File: config.mk
export PLATFORM = sky130hd
export DESIGN_NAME = lvds_frame_sequencer_flat
export DESIGN_NICKNAME = d
export VERILOG_FILES = /design/src/rtl/lcd_pkg.sv /design/src/rtl/lvds_frame_sequencer_if.sv /design/src/rtl/lcd_timing_counter.sv /design/src/rtl/lvds_frame_sequencer.sv /design/src/flat_wrapper.sv
export SDC_FILE = /design/constraint.sdc
export NUM_CORES = 1
export LEC_CHECK = 0
export ABC_CLOCK_PERIOD_IN_PS = 2320
export CAP_MARGIN = 5
export CORE_ASPECT_RATIO = 0.9
export CORE_MARGIN = 2
export CORE_UTILIZATION = 32
export DETAILED_ROUTE_END_ITERATION = 16
export PLACE_DENSITY = 0.65
export REMOVE_ABC_BUFFERS = 1
export SYNTH_ARGS = -nofsm -noshare
export SYNTH_HDL_FRONTEND = slang
export SYNTH_SLANG_ARGS = --single-unit
File: constraint.sdc
create_clock -name clk -period 2.32 [get_ports clk]
set_input_delay 0.464 -clock clk [delete_from_list [all_inputs] [get_ports clk]]
set_output_delay 0.464 -clock clk [all_outputs]
set_load 0.01 [all_outputs]
File: src/rtl/lcd_pkg.sv
// lcd_pkg: shared definitions for the LVDS frame sequencer.
//   - default panel timing (800x480 with porches/sync widths)
//   - sequencer state enum {IDLE, RUN, STOP}
//   - lanes_t and pack_lanes(): RGB666 + DE/VS/HS -> three 7-bit FPD-Link words
//   - bar_color(): colour-bar lookup, present only when LVDS_TEST_PATTERN_EN
//     is defined
package lcd_pkg;

  localparam int DEF_H_ACTIVE     = 800;
  localparam int DEF_H_FP         = 40;
  localparam int DEF_H_SYNC       = 48;
  localparam int DEF_H_BP         = 40;
  localparam int DEF_V_ACTIVE     = 480;
  localparam int DEF_V_FP         = 13;
  localparam int DEF_V_SYNC       = 3;
  localparam int DEF_V_BP         = 29;
  localparam int DEF_SYNC_ACT_LOW = 0;

  typedef enum logic [1:0] {
    IDLE = 2'd0,
    RUN  = 2'd1,
    STOP = 2'd2
  } state_t;

  typedef struct packed {
    logic [6:0] lane2;
    logic [6:0] lane1;
    logic [6:0] lane0;
  } lanes_t;

  // rgb = {R[5:0], G[5:0], B[5:0]}. Bit 6 of every lane goes out first.
  //   lane0 = {G0, R5..R0}
  //   lane1 = {B1, B0, G5..G1}
  //   lane2 = {DE, VS, HS, B5..B2}
  // hs/vs are taken at line level, so polarity is applied by the caller.
  function automatic lanes_t pack_lanes(input logic [17:0] rgb, input logic de,
                                        input logic vs, input logic hs);
    lanes_t l;
    l.lane0 = {rgb[6], rgb[17:12]};
    l.lane1 = {rgb[1:0], rgb[11:7]};
    l.lane2 = {de, vs, hs, rgb[5:2]};
    return l;
  endfunction

`ifdef LVDS_TEST_PATTERN_EN
  // Vertical colour bars, left to right:
  // white, yellow, cyan, green, magenta, red, blue, black.
  function automatic logic [17:0] bar_color(input logic [2:0] idx);
    logic [17:0] c;
    case (idx)
      3'd0:    c = 18'h3FFFF;
      3'd1:    c = 18'h3FFC0;
      3'd2:    c = 18'h00FFF;
      3'd3:    c = 18'h00FC0;
      3'd4:    c = 18'h3F03F;
      3'd5:    c = 18'h3F000;
      3'd6:    c = 18'h0003F;
      default: c = 18'h00000;
    endcase
    return c;
  endfunction
`endif

endpackage

File: src/rtl/lvds_frame_sequencer_if.sv
// lvds_frame_sequencer_if: pixel-fetch link between the pixel source
// (framebuffer / FWFT FIFO) and the frame sequencer.
//   pix_valid : pix_data holds a valid pixel (source -> sequencer)
//   pix_data  : {R[5:0], G[5:0], B[5:0]}     (source -> sequencer)
//   pix_rd    : pixel consumed this cycle     (sequencer -> source)
// Handshake: pix_rd is a combinational request from the sequencer. The
// source pops its head entry on a cycle where pix_rd && pix_valid. When
// pix_rd is high and pix_valid is low, no pop happens and the sequencer
// sends a black pixel instead.
// Modports: master = pixel source, slave = sequencer.
interface lvds_frame_sequencer_if;
  logic        pix_valid;
  logic [17:0] pix_data;
  logic        pix_rd;

  modport master (output pix_valid, output pix_data, input pix_rd);
  modport slave  (input pix_valid, input pix_data, output pix_rd);
endinterface

File: src/rtl/lcd_timing_counter.sv
// lcd_timing_counter: horizontal/vertical panel counters and region decode.
//   clk, rst   : pixel clock, synchronous active-high reset
//   clear      : hold both counters at 0 (sequencer idle)
//   h_cnt      : 0 .. H_TOTAL-1, wraps and then bumps v_cnt
//   v_cnt      : 0 .. V_TOTAL-1
//   active     : inside the visible window
//   hs_win     : h_cnt inside the HS pulse (level-free, active-high)
//   vs_win     : v_cnt inside the VS pulse, for the whole line
//   last_pixel : last counter position of the frame
module lcd_timing_counter
  import lcd_pkg::*;
#(
  parameter int H_ACTIVE = DEF_H_ACTIVE,
  parameter int H_FP     = DEF_H_FP,
  parameter int H_SYNC   = DEF_H_SYNC,
  parameter int H_BP     = DEF_H_BP,
  parameter int V_ACTIVE = DEF_V_ACTIVE,
  parameter int V_FP     = DEF_V_FP,
  parameter int V_SYNC   = DEF_V_SYNC,
  parameter int V_BP     = DEF_V_BP,
  localparam int H_TOTAL = H_ACTIVE + H_FP + H_SYNC + H_BP,
  localparam int V_TOTAL = V_ACTIVE + V_FP + V_SYNC + V_BP,
  localparam int HW      = $clog2(H_TOTAL),
  localparam int VW      = $clog2(V_TOTAL)
) (
  input  logic          clk,
  input  logic          rst,
  input  logic          clear,
  output logic [HW-1:0] h_cnt,
  output logic [VW-1:0] v_cnt,
  output logic          active,
  output logic          hs_win,
  output logic          vs_win,
  output logic          last_pixel
);

  // One extra bit on the sync end bounds: the end may equal the total,
  // which does not fit in the counter width when the total is a power of 2.
  localparam int HW1 = HW + 1;
  localparam int VW1 = VW + 1;

  localparam logic [HW-1:0]  H_LAST   = HW'(H_TOTAL - 1);
  localparam logic [VW-1:0]  V_LAST   = VW'(V_TOTAL - 1);
  localparam logic [HW-1:0]  H_ACT_C  = HW'(H_ACTIVE);
  localparam logic [VW-1:0]  V_ACT_C  = VW'(V_ACTIVE);
  localparam logic [HW-1:0]  HS_START = HW'(H_ACTIVE + H_FP);
  localparam logic [HW1-1:0] HS_END   = HW1'(H_ACTIVE + H_FP + H_SYNC);
  localparam logic [VW-1:0]  VS_START = VW'(V_ACTIVE + V_FP);
  localparam logic [VW1-1:0] VS_END   = VW1'(V_ACTIVE + V_FP + V_SYNC);

  always_ff @(posedge clk) begin
    if (rst || clear) begin
      h_cnt <= '0;
      v_cnt <= '0;
    end else if (h_cnt == H_LAST) begin
      h_cnt <= '0;
      v_cnt <= (v_cnt == V_LAST) ? '0 : v_cnt + 1'b1;
    end else begin
      h_cnt <= h_cnt + 1'b1;
    end
  end

  assign active     = (h_cnt < H_ACT_C) && (v_cnt < V_ACT_C);
  assign hs_win     = (h_cnt >= HS_START) && ({1'b0, h_cnt} < HS_END);
  assign vs_win     = (v_cnt >= VS_START) && ({1'b0, v_cnt} < VS_END);
  assign last_pixel = (h_cnt == H_LAST) && (v_cnt == V_LAST);

endmodule

File: src/rtl/lvds_frame_sequencer.sv
// lvds_frame_sequencer: sequences the 3-lane LVDS (FPD-Link 7:1) panel link.
// Runs the panel timing, fetches pixels from a FWFT source and packs each
// RGB666 pixel plus DE/VS/HS into three 7-bit lane words for the serializer.
//   clk, rst    : pixel clock, synchronous active-high reset
//   en          : run request (level); dropping it finishes the current frame
//   pix         : pixel-fetch link (slave side), see lvds_frame_sequencer_if
//   pattern_en  : colour-bar select, only with LVDS_TEST_PATTERN_EN defined
//   lane0..2    : registered lane words
//   hs, vs, de  : registered copies of the lane2 control bits
//   frame_start : one-cycle pulse with the first active pixel of a frame
//   busy        : state != IDLE
//   underflow   : sticky, a pixel was due while pix_valid was low
//   state_dbg   : current FSM state
// Optional feature macro: LVDS_TEST_PATTERN_EN (adds pattern_en + colour bars).
// All registered outputs appear one cycle after the counter value they
// describe; pix_rd is combinational with the counters.
module lvds_frame_sequencer
  import lcd_pkg::*;
#(
  parameter int H_ACTIVE     = DEF_H_ACTIVE,
  parameter int H_FP         = DEF_H_FP,
  parameter int H_SYNC       = DEF_H_SYNC,
  parameter int H_BP         = DEF_H_BP,
  parameter int V_ACTIVE     = DEF_V_ACTIVE,
  parameter int V_FP         = DEF_V_FP,
  parameter int V_SYNC       = DEF_V_SYNC,
  parameter int V_BP         = DEF_V_BP,
  parameter int SYNC_ACT_LOW = DEF_SYNC_ACT_LOW,
  localparam int H_TOTAL     = H_ACTIVE + H_FP + H_SYNC + H_BP,
  localparam int V_TOTAL     = V_ACTIVE + V_FP + V_SYNC + V_BP,
  localparam int HW          = $clog2(H_TOTAL),
  localparam int VW          = $clog2(V_TOTAL)
) (
  input  logic                   clk,
  input  logic                   rst,
  input  logic                   en,
  lvds_frame_sequencer_if.slave  pix,
`ifdef LVDS_TEST_PATTERN_EN
  input  logic                   pattern_en,
`endif
  output logic [6:0]             lane0,
  output logic [6:0]             lane1,
  output logic [6:0]             lane2,
  output logic                   hs,
  output logic                   vs,
  output logic                   de,
  output logic                   frame_start,
  output logic                   busy,
  output logic                   underflow,
  output state_t                 state_dbg
);

  // Inactive level of HS/VS on the wire and in lane2.
  localparam logic   SYNC_OFF   = (SYNC_ACT_LOW != 0);
  localparam lanes_t LANES_IDLE = pack_lanes(18'd0, 1'b0, SYNC_OFF, SYNC_OFF);

  state_t          state, state_nxt;
  logic [HW-1:0]   h_cnt;
  logic [VW-1:0]   v_cnt;
  logic            active, hs_win, vs_win, last_pixel;
  logic            running, fetch;
  logic [17:0]     pixel;
  logic            de_nxt, hs_nxt, vs_nxt, fs_nxt;
  lanes_t          lanes_nxt;

  lcd_timing_counter #(
    .H_ACTIVE (H_ACTIVE), .H_FP (H_FP), .H_SYNC (H_SYNC), .H_BP (H_BP),
    .V_ACTIVE (V_ACTIVE), .V_FP (V_FP), .V_SYNC (V_SYNC), .V_BP (V_BP)
  ) u_timing (
    .clk        (clk),
    .rst        (rst),
    .clear      (state == IDLE),
    .h_cnt      (h_cnt),
    .v_cnt      (v_cnt),
    .active     (active),
    .hs_win     (hs_win),
    .vs_win     (vs_win),
    .last_pixel (last_pixel)
  );

  // STOP keeps the frame going; re-raising en returns to RUN without
  // touching the counters, so the frame continues seamlessly.
  always_comb begin
    state_nxt = state;
    case (state)
      IDLE:    if (en) state_nxt = RUN;
      RUN:     if (!en) state_nxt = STOP;
      STOP: begin
        if (en)              state_nxt = RUN;
        else if (last_pixel) state_nxt = IDLE;
      end
      default: state_nxt = IDLE;
    endcase
  end

  always_ff @(posedge clk) begin
    if (rst) state <= IDLE;
    else     state <= state_nxt;
  end

  assign running = (state != IDLE);

`ifdef LVDS_TEST_PATTERN_EN
  localparam int          BAR_W   = (H_ACTIVE / 8 > 0) ? H_ACTIVE / 8 : 1;
  localparam logic [HW-1:0] BAR_W_C = HW'(BAR_W);

  logic [HW-1:0] bar_q;
  logic [2:0]    bar_idx;

  // Clamp so a width not divisible by 8 widens the last (black) bar.
  assign bar_q   = h_cnt / BAR_W_C;
  assign bar_idx = (bar_q > HW'(7)) ? 3'd7 : bar_q[2:0];
  assign fetch   = running && active && !pattern_en;

  always_comb begin
    pixel = 18'd0;
    if (pattern_en)         pixel = bar_color(bar_idx);
    else if (pix.pix_valid) pixel = pix.pix_data;
  end
`else
  assign fetch = running && active;
  assign pixel = pix.pix_valid ? pix.pix_data : 18'd0;
`endif

  assign pix.pix_rd = fetch && !rst;

  assign de_nxt    = running && active;
  assign hs_nxt    = running && hs_win;
  assign vs_nxt    = running && vs_win;
  assign fs_nxt    = de_nxt && (h_cnt == '0) && (v_cnt == '0);
  assign lanes_nxt = pack_lanes(de_nxt ? pixel : 18'd0, de_nxt,
                                vs_nxt ^ SYNC_OFF, hs_nxt ^ SYNC_OFF);

  always_ff @(posedge clk) begin
    if (rst) begin
      lane0       <= LANES_IDLE.lane0;
      lane1       <= LANES_IDLE.lane1;
      lane2       <= LANES_IDLE.lane2;
      hs          <= SYNC_OFF;
      vs          <= SYNC_OFF;
      de          <= 1'b0;
      frame_start <= 1'b0;
      underflow   <= 1'b0;
    end else begin
      lane0       <= lanes_nxt.lane0;
      lane1       <= lanes_nxt.lane1;
      lane2       <= lanes_nxt.lane2;
      hs          <= hs_nxt ^ SYNC_OFF;
      vs          <= vs_nxt ^ SYNC_OFF;
      de          <= de_nxt;
      frame_start <= fs_nxt;
      // A new run starts with a clean underflow flag.
      if ((state == IDLE) && en)      underflow <= 1'b0;
      else if (fetch && !pix.pix_valid) underflow <= 1'b1;
    end
  end

  assign busy      = running;
  assign state_dbg = state;

endmodule
File: src/flat_wrapper.sv
// flat-port wrapper written by rule: the top's interface ports become plain ports
module lvds_frame_sequencer_flat import lcd_pkg::*;
#(
  parameter int H_ACTIVE     = DEF_H_ACTIVE,
  parameter int H_FP         = DEF_H_FP,
  parameter int H_SYNC       = DEF_H_SYNC,
  parameter int H_BP         = DEF_H_BP,
  parameter int V_ACTIVE     = DEF_V_ACTIVE,
  parameter int V_FP         = DEF_V_FP,
  parameter int V_SYNC       = DEF_V_SYNC,
  parameter int V_BP         = DEF_V_BP,
  parameter int SYNC_ACT_LOW = DEF_SYNC_ACT_LOW,
  localparam int H_TOTAL     = H_ACTIVE + H_FP + H_SYNC + H_BP,
  localparam int V_TOTAL     = V_ACTIVE + V_FP + V_SYNC + V_BP,
  localparam int HW          = $clog2(H_TOTAL),
  localparam int VW          = $clog2(V_TOTAL)
)
  (clk, rst, en, lane0, lane1, lane2, hs, vs, de, frame_start, busy, underflow, state_dbg, pix_pix_valid, pix_pix_data, pix_pix_rd);
  lvds_frame_sequencer_if pix_i ();
  input  logic clk;
  input  logic rst;
  input  logic en;
  output logic [6:0] lane0;
  output logic [6:0] lane1;
  output logic [6:0] lane2;
  output logic hs;
  output logic vs;
  output logic de;
  output logic frame_start;
  output logic busy;
  output logic underflow;
  output state_t state_dbg;
  input wire logic [$bits(pix_i.pix_valid)-1:0] pix_pix_valid;
  input wire logic [$bits(pix_i.pix_data)-1:0] pix_pix_data;
  output wire logic [$bits(pix_i.pix_rd)-1:0] pix_pix_rd;
  assign pix_i.pix_valid = pix_pix_valid;
  assign pix_i.pix_data = pix_pix_data;
  assign pix_pix_rd = pix_i.pix_rd;
  lvds_frame_sequencer #(.H_ACTIVE(H_ACTIVE), .H_FP(H_FP), .H_SYNC(H_SYNC), .H_BP(H_BP), .V_ACTIVE(V_ACTIVE), .V_FP(V_FP), .V_SYNC(V_SYNC), .V_BP(V_BP), .SYNC_ACT_LOW(SYNC_ACT_LOW)) u_core (.clk(clk), .rst(rst), .en(en), .pix(pix_i), .lane0(lane0), .lane1(lane1), .lane2(lane2), .hs(hs), .vs(vs), .de(de), .frame_start(frame_start), .busy(busy), .underflow(underflow), .state_dbg(state_dbg));
endmodule
**Word-level counts from Yosys, hierarchy flattened**

Cells that the tools add are included.

- Equal/unequal tests: 7
- Divide/modulo/power cells: 0
- Magnitude comparators: 6
- Muxes and demuxes: 6
- Add/sub/neg operators: 2
- Shifts and indexed selects: 0
- $mul: 0
- Bitwise logic cells: 2
- Reduce and logical (&&, ||, !) cells: 23

Operators by type and width:

| operator | count |
|---|---|
| $add A10 B1 Y10 const B | 2 |
| $eq A10 B10 Y1 const B | 2 |
| $logic_not A10 Y1 | 2 |
| $lt A10 B10 Y1 const B | 2 |
| $lt A10 B9 Y1 const B | 2 |
| $logic_and A1 B1 Y1 | 12 |
| $ge A10 B10 Y1 const B | 1 |
| $ge A10 B9 Y1 const B | 1 |
| $mux W10 | 1 |
| $mux W2 | 4 |
| $pmux W2 S3 | 1 |
| $ne A2 B2 Y1 const B | 2 |
| $reduce_or A2 Y1 | 2 |
| $ne A3 B2 Y1 const B | 1 |
| $reduce_and A3 Y1 | 1 |
| $reduce_or A3 Y1 | 1 |
| $eq A2 B1 Y1 const B | 1 |
| $eq A2 B2 Y1 const B | 1 |
| $logic_not A1 Y1 | 2 |
| $logic_not A2 Y1 | 1 |
| $not A1 Y1 | 2 |
| $reduce_bool A2 Y1 | 1 |
| $logic_or A1 B1 Y1 | 1 |

- RAM bits: 0
- Memories kept: 0
- Flip-flop bits (word level): 48
- Input port bits: 22
- Output and inout bits: 30
- ROM bits: 0
- Latch bits: 0

**Longest topological paths before layout**

- Depth in word-level cells: 5
- Depth in mapped cells: 7

**By module**

A second synthesis with hierarchy kept.

- Cells, all modules: 189
- Area total of the unflattened synthesis: 1946.9 sq um

By module, submodules not included:

| module | area an instance (sq um) | cells each | seq. area each (sq um) | times used |
|---|---|---|---|---|
| lcd_timing_counter | 1092.3 | 116 | 400.4 | 1 |
| lvds_frame_sequencer | 854.6 | 73 | 500.5 | 1 |

**Worst setup path before layout**

No wires, ideal clock.

- Kind: flip-flop to flip-flop
- Start point: reg u_core.u_timing.h_cnt[0]
- End point: reg u_core.u_timing.v_cnt[8]
- Setup time: 72 ps
- Arrival time: 1809 ps
- Cell stages (with the launch flop): 7
- Setup slack: 439 ps
- Clock period less this slack: 1881 ps
- Path buffers: 1
- Path through: dfxtp_1 -> ha_1 -> nand3_2 -> or3_1 -> buf_2 -> or4_1 -> a21oi_1

- Word-level cells in the longest chain between the ends: 1

RTL lines:

| what | line | source |
|---|---|---|
| start: declaration | lcd_timing_counter.sv:29 | `output logic [HW-1:0] h_cnt,` |
| start signal: assignment | lcd_timing_counter.sv:59 | `h_cnt <= h_cnt + 1'b1;` |
| $eq A10 B10 Y1 | lcd_timing_counter.sv:55 | `end else if (h_cnt == H_LAST) begin` |
| end signal: assignment | lcd_timing_counter.sv:57 | `v_cnt <= (v_cnt == V_LAST) ? '0 : v_cnt + 1'b1;` |
| end: declaration | lcd_timing_counter.sv:30 | `output logic [VW-1:0] v_cnt,` |

No other way between the ends.
A chain may end at the register's enable or synchronous reset.

**Final worst setup path**

- Start point: reg u_core.u_timing.h_cnt[6]
- End point: out pix_pix_rd

- Word-level cells in the longest chain between the ends: 4

RTL lines:

| what | line | source |
|---|---|---|
| $lt A10 B10 Y1 | lcd_timing_counter.sv:63 | `assign active = (h_cnt < H_ACT_C) && (v_cnt < V_ACT_C);` |
| $logic_and A1 B1 Y1 | lcd_timing_counter.sv:63 |  |
| $logic_and A1 B1 Y1 | lvds_frame_sequencer.sv:121 | `assign fetch = running && active;` |
| $logic_and A1 B1 Y1 | lvds_frame_sequencer.sv:125 | `assign pix.pix_rd = fetch && !rst;` |
| end: declaration | flat_wrapper.sv:35 | `output wire logic [$bits(pix_i.pix_rd)-1:0] pix_pix_rd;` |

No other way between the ends.

==> out/results.tsv <==
stage	metric	value	unit
setup_path	max incr delay on CP	0.36	ns
die	Die Ht	75.7	um
grt	vias in the first global route	1520	
finish	area grow syn2layout	40.1	%
setup_path	critical path class	register to output port	
setup_path	Buf/Inv on CP	1	
timing	crit path time final	2.10	ns
logic_synthesis	Post-synth EDFFs	0	
grt	first-pass GRT wire length	7000	um
placement	placed cell areas	2460	sq um
setup_path	worst-path cell chain	o311a_1, nor3_2, and2_4, dlygate4sd2_1	
die	row cnt	26	
timing	setup violators final	0	
finish	Final Util	45.8	%
timing	clk_skew	0.0118	ns
logic_synthesis	Mapped Area	1830	sq um
setup_path	endpoint class of the critical path	output port	
run_status	outcome	finished clean	
clock_network	clock sink total	45	
route	vias post-DR	1567	
finish	Filler cells	532	
setup_path	Crit. path cell count	4	
setup_path	WP data required	1.86	ns
logic_synthesis	FF+latch count, synth	45	
die	Initial Util	32.6	%
die	IO Pins	52	
timing	period utilisation layout	90.5	%
finish	fraction of layout cells with a size suffix above 1	10.5	%
logic_synthesis	Async S/R FF share, synth	0	%
route	DR vias/cell	4.79	
clock_network	cts hold-fix bufs	0	
placement	I/O Buffers	51	
timing	RSZ-0062 raised after global routing	false	
clock_network	Root Driver	clkbuf_8	
logic_synthesis	Synth warnings	0	
clock_network	H-tree depth	2	
placement	gpl congestion	0.838	
power_and_ir_drop	pwr dens	543	nW/um^2
logic_synthesis	Distinct cells, synth	36	
clock_network	Skew-Pair Late Insertion Delay	0.30	ns
logic_synthesis	average footprint of a synthesized cell	9.32	sq um
route	WL per Instance	13.2	um
finish	ant diodes	0	
grt	initial antenna violation count	0	
die	die area	6330	sq um
timing	relative slew slack	66.4	%
timing	Achievable Freq	476	MHz
clock_network	CTS clk-pin slew, worst paths	0.08	ns
setup_path	R2R cell count	5	
logic_synthesis	Synth Flop Type	dfxtp_1	
finish	design area	2560	sq um
setup_path	CP arrival	1.64	ns
min_path	Worst Hold Class	register to register	
min_path	Worst Hold Depth	1	
grt	GRT Total Usage	13.9	%
clock_network	total CTS buffers	5	
finish	nets	284	
setup_path	CP max stage cell	dfxtp_2	
clock_network	Max Buffers Root-to-Sink	2	
setup_path	CP Launch Type	register	
logic_synthesis	sequential area share after synthesis	49.3	%
logic_synthesis	top-area cell type share of the netlist area	49.3	%
die	CORE AREA	5600	sq um
logic_synthesis	largest area contributor in the netlist	dfxtp_1	
clock_network	CTS tree	done	
logic_synthesis	Area contributors post-synth	dfxtp_1 (49%), and3_1 (7.5%), nor2_1 (4.3%)	
die	Die Wd	83.6	um
placement	post-detail-place hpwl	3220	um
logic_synthesis	Synth Instances	196	
finish	Register Area	902	sq um
setup_path	critical-path maximum fanout	6	
grt	GR Overflow Total	0	
timing	Worst-Margin Slew	0.502	ns
timing	max-slew violations	0	
route	post-route DRC violation count	0	
route	DRT Wirelength	4310	um
power_and_ir_drop	Max VDD drop	285	uV
route	DR iter-0 viols	89	
route	Final ANT Viol Nets	0	
setup_path	family with the most delay on the worst path	simple AND/OR/NAND/NOR gates	
job	Max Cap Viol	0	
timing	Hold Vio Cnt, Final	0	
timing	setup TNS	0	ns
finish	Multi-input gate area	851	sq um
grt	pin count of the biggest net entering global routing	20	
route	first-pass iteration count of the detailed router	4	
power_and_ir_drop	LEAKAGE	0.975	nW
sequential cells by signal, summed over array words and instances, names as in the netlist:
signal / flops
u_core.lane1: 7
u_core.u_timing.v_cnt: 10
u_core.u_timing.h_cnt: 10
u_core.de: 1
u_core.underflow: 1
u_core.lane2: 6
u_core.frame_start: 1
u_core.lane0: 7
u_core.state_dbg: 2
worst reg2reg max path: cells and delay by family, from the launching register on:
| kind | cells | cell delay (ns) |
|---|---|---|
| AO/OA/AOI/OAI | 1 | 0.15 |
| AND/OR/NAND/NOR | 3 | 1.16 |
| adder cells (fa/ha/maj) | 1 | 0.27 |
| flip-flops | 1 | 0.38 |
Yosys cell counts (2+ instances only):
library cell / instances
a211oi_1: 2
a21oi_1: 7
and2_1: 3
and3_1: 22
and4_1: 2
buf_2: 2
buf_4: 3
clkbuf_1: 4
dfxtp_1: 45
ha_1: 6
inv_1: 8
nand2_1: 10
nand3_1: 8
nand4_1: 3
nand4b_1: 2
nor2_1: 21
nor2b_1: 2
nor3_1: 6
nor4_1: 5
o21ai_0: 5
o31ai_1: 2
or3_1: 4
or4_1: 2
xnor2_1: 8
xor2_1: 3
repair_timing:
item | CTS | global route
resized for setup | 4 | 0
endpoints found under the setup margin | 1 | 0
setup buffers | 0 | 0
endpoints found under the hold margin | 0 | 0
through the flow:
stage	setup WS (ns)	std cells	hold WS [ns]	total power, mW
2_1_floorplan	0.364	186	0.430	0.839
3_3_place_gp	0.0991	319	0.446	0.922
3_5_place_dp	0.0691	319	0.470	0.923
4_1_cts	0.178	327	0.491	1.41
5_1_grt	0.134	327	0.513	1.45
6_report	0.220	327	0.480	1.39
cell usage in the layout (no fill, tap or decap), drive strengths merged, types with 7 or more instances in the layout:
cell type / Yosys / routed
clkdlybuf4s50: 0 / 50
dfxtp: 45 / 45
and3: 22 / 22
nor2: 21 / 21
buf: 5 / 12
nand2: 10 / 10
inv: 8 / 9
nand3: 9 / 9
xnor2: 8 / 8
a21oi: 7 / 7
area by class of cell:
cell class	count	share of cell area [%]
flip-flops and latches	45	35.2
multi-input cells	133	33.2
repair buffers	63	23.4
well taps	70	3.42
clock buffers	5	2.69
inverters	8	1.17
clock inverters	3	0.831
kinds of logic after synthesis:
| group | share of synthesized area [%] |
|---|---|
| buffers and inverters | 4.52 |
| multiplexers | 0.548 |
| flip-flops | 49.3 |
| AO/OA/AOI/OAI | 6.16 |
| adder cells (fa/ha/maj) | 4.11 |
| XOR/XNOR | 5.27 |
| AND/OR/NAND/NOR | 30.1 |
path summary, 6_finish.rpt:
path / endpoint / slack (ns) / start
worst max register to register: u_core.u_timing.v_cnt[9] / 0.30 / u_core.u_timing.h_cnt[0]
worst min register to register: u_core.u_timing.h_cnt[0] / 0.48 / u_core.u_timing.h_cnt[0]
worst max-delay path: pix_pix_rd / 0.22 / u_core.u_timing.h_cnt[6]
worst min-delay path: u_core.u_timing.h_cnt[0] / 0.48 / u_core.u_timing.h_cnt[0]
report_power, final:
group	switching, mW	internal (mW)
clock	0.271	0.214
sequential	0.00611	0.784
combinational	0.0430	0.0710
routing by layer:
layer / vias to the layer above / routed length (um) / GRT usage (%)
met1: 712 / 2140 / 17.2
met5: - / 0 / 0
li1: 804 / - / -
met3: 2 / 228 / 4.66
met4: 0 / 18 / 3.58
met2: 49 / 1920 / 23.7
Note: power is estimated with default switching activity, not from simulation.
==> RTL change (same settings) <==
Register the output `lane2` once more, with the module's reset; this adds one clock of latency there. The other outputs are not delayed to match. Comments in the files are not updated.
--- a/src/rtl/lvds_frame_sequencer.sv
+++ b/src/rtl/lvds_frame_sequencer.sv
@@ -55,2 +55,4 @@
   localparam lanes_t LANES_IDLE = pack_lanes(18'd0, 1'b0, SYNC_OFF, SYNC_OFF);
+
+  logic [6:0] lane2_s0;
 
@@ -137,3 +139,3 @@
       lane1       <= LANES_IDLE.lane1;
-      lane2       <= LANES_IDLE.lane2;
+      lane2_s0    <= LANES_IDLE.lane2;
       hs          <= SYNC_OFF;
@@ -146,3 +148,3 @@
       lane1       <= lanes_nxt.lane1;
-      lane2       <= lanes_nxt.lane2;
+      lane2_s0    <= lanes_nxt.lane2;
       hs          <= hs_nxt ^ SYNC_OFF;
@@ -160,2 +162,10 @@
 
+  always_ff @(posedge clk) begin
+    if (rst) begin
+      lane2 <= '0;
+    end else begin
+      lane2 <= lane2_s0;
+    end
+  end
+
 endmodule
Formal check against the unedited RTL: not equivalent (a bounded check fails within 4 cycles, from zero or initial values and one cycle with rst high).
==> RTL change against the original RTL <==
  * Routed wire length grew 3.5%
  * Area after synthesis grew 12%
  * Fmax is 3.3% lower
  * Die area is 11% higher
  * Power grew 13%
  * Clock skew down 0.0070 ns
  * Cell area up 9.9%
  * Sequential cell count rose by 7
  * Setup slack worse by 0.072 ns
  * Core utilization about the same
  * Sequential share of layout area grew 1.8 points
==> RTL change: results (changes against the original RTL) <==
- Distinct cells, synth: 42 (+17%)
- Worst Path Max Fanout: 2 (-4)
- Layout cell share with drive strength beyond 1: 13.2% (+2.7 points)
- Hold Crit Depth: 1 (unchanged)
- Diodes inserted: 0 (unchanged)
- Half-perimeter wire length after placement: 3.36 mm (+4.4%)
- Nets: 299 (+5.3%)
- Slew headroom: 62.8% (-3.6 points)
- Global-route usage over all layers: 13.2% (-0.72 points)
- Post-synth top cells: dfxtp_1, and3_1, nor2_1, xnor2_1, inv_1
- Largest delay contributor family on the critical path: simple AND/OR/NAND/NOR gates
- Clock Tree Buf Depth: 2 (unchanged)
- Starting DRT DRC Count: 87 (-2.2%)
- R2R setup slack: 0.24 ns (-0.06 ns)
- # fillers: 603 (+13%)
- CP max stage cell: or3_2
- Status: completed
- CTS buffer count: 5 (unchanged)
- WHS Endpoint: u_core.lane2[1]$_SDFF_PP0_
- Hold Crit Start: u_core.lane2_s0[1]$_SDFF_PP0_
- Slowest stage delay, CP: 0.49 ns (+0.13 ns)
- Lkg Pwr: 0.00105 uW (+7.9%)
- Dpl cell area: 2720 sq um (+10%)
- Drt via density: 4.59 (-4.3%)
- First-pass GRT wire length: 7.21 mm (+3.1%)
- Vias in the first global route: 1,462 (-3.8%)
- Clock skew: 0.00475 ns (-0.00700 ns)
- Setup bufs post-CTS: 0 (unchanged)
- Initial antenna violation count: 0 (unchanged)
- Sequential cell area fraction in the yosys report: 51.1% (+1.8 points)
- Maximum vdd drop: 0.236 mV (-17%)
- Routed len/inst: 12.4 um (-5.7%)
- Worst EP arrival: 1.71 ns (+0.07 ns)
- Reg-to-reg startpoint: u_core.u_timing.h_cnt[0]$_SDFF_PP0_
- Top post-synthesis cells by area: dfxtp_1, and3_1, xnor2_1
- Placer Congestion: 0.880 (+5.0%)
-- RTL change: cell types whose count changed in the layout (fill, tap and decap cells not counted), moves of 3 or more --
cell and delta:
dfxtp_1 +8, nor2b_1 +6, o21ai_0 -5, a21oi_1 -4
buf_4 +3, nand2_1 -3, nor4_1 +3, or3_1 -3
xnor2_1 +3
-- RTL change: kinds of logic (layout without fill, tap and decap cells) --
kind of cell	count (synthesis)	count (layout)	share of synthesized area [%]
buf+inv	19	84	4.36
mux	1	1	0.491
flops	52	52	51.1
compound gates	14	14	4.85
fa+ha+maj	6	6	3.69
xor+xnor	14	14	6.02
simple gates	101	101	29.5
-- RTL change: what timing repair did --
item,4_1_cts,5_1_grt
pin swaps,0,0
gates resized for setup,3,1
endpoints found under the setup margin,1,1
-- RTL change: layout make-up --
| class | instances | area, sq um | area share, % |
|---|---|---|---|
| clock inverter | 2 | 13.8 | 0.489 |
| tap | 87 | 109 | 3.87 |
| clock buffer | 6 | 82.6 | 2.93 |
| sequential | 52 | 1040 | 37.0 |
| inverter | 10 | 37.5 | 1.33 |
| timing repair buffer | 66 | 618 | 22.0 |
| multi-input combinational | 136 | 912 | 32.4 |
-- RTL change: worst max-delay path by stage --
stage	from	end	slack [ns]	cells after the start
after floorplan	u_core.u_timing.h_cnt[5]$_SDFF_PP0_	pix_pix_rd	-0.13	3
after global placement	rst	pix_pix_rd	-0.22	4
after detailed placement	rst	pix_pix_rd	-0.22	4
after CTS	u_core.u_timing.h_cnt[5]$_SDFF_PP0_	pix_pix_rd	0.008	4
after global routing	u_core.u_timing.h_cnt[5]$_SDFF_PP0_	pix_pix_rd	0.06	4
final	u_core.u_timing.h_cnt[5]$_SDFF_PP0_	pix_pix_rd	0.15	4
-- RTL change: through the flow --
step                      hold slack [ns]  utilization (%)  setup TNS, ns  cells  setup WS (ns)
after floorplan                     0.414                -         -0.131    198         -0.126
after global placement              0.416             44.2         -0.221    351         -0.221
after detailed placement            0.425             44.2         -0.224    351         -0.224
after CTS                           0.446             45.8              0    359        0.00766
after global routing                0.456             45.8              0    359         0.0582
final                               0.442             45.8              0    359          0.149
-- RTL change: power breakdown --
part	total [uW]	switching (uW)	leakage, uW	internal, uW
registers	912	5.85	0.000421	906
clock network	537	293	0.0000516	244
logic	116	45.1	0.000579	71.3
total	1570	344	0.00105	1220
-- RTL change: routing by layer --
layer	share of wire [%]	track usage, %	up-vias
met4	1.3	4.55	0
met5	0	0	-
met2	46	20.1	39
met1	48	18.4	761
li1	-	-	842
met3	4.7	2.79	5
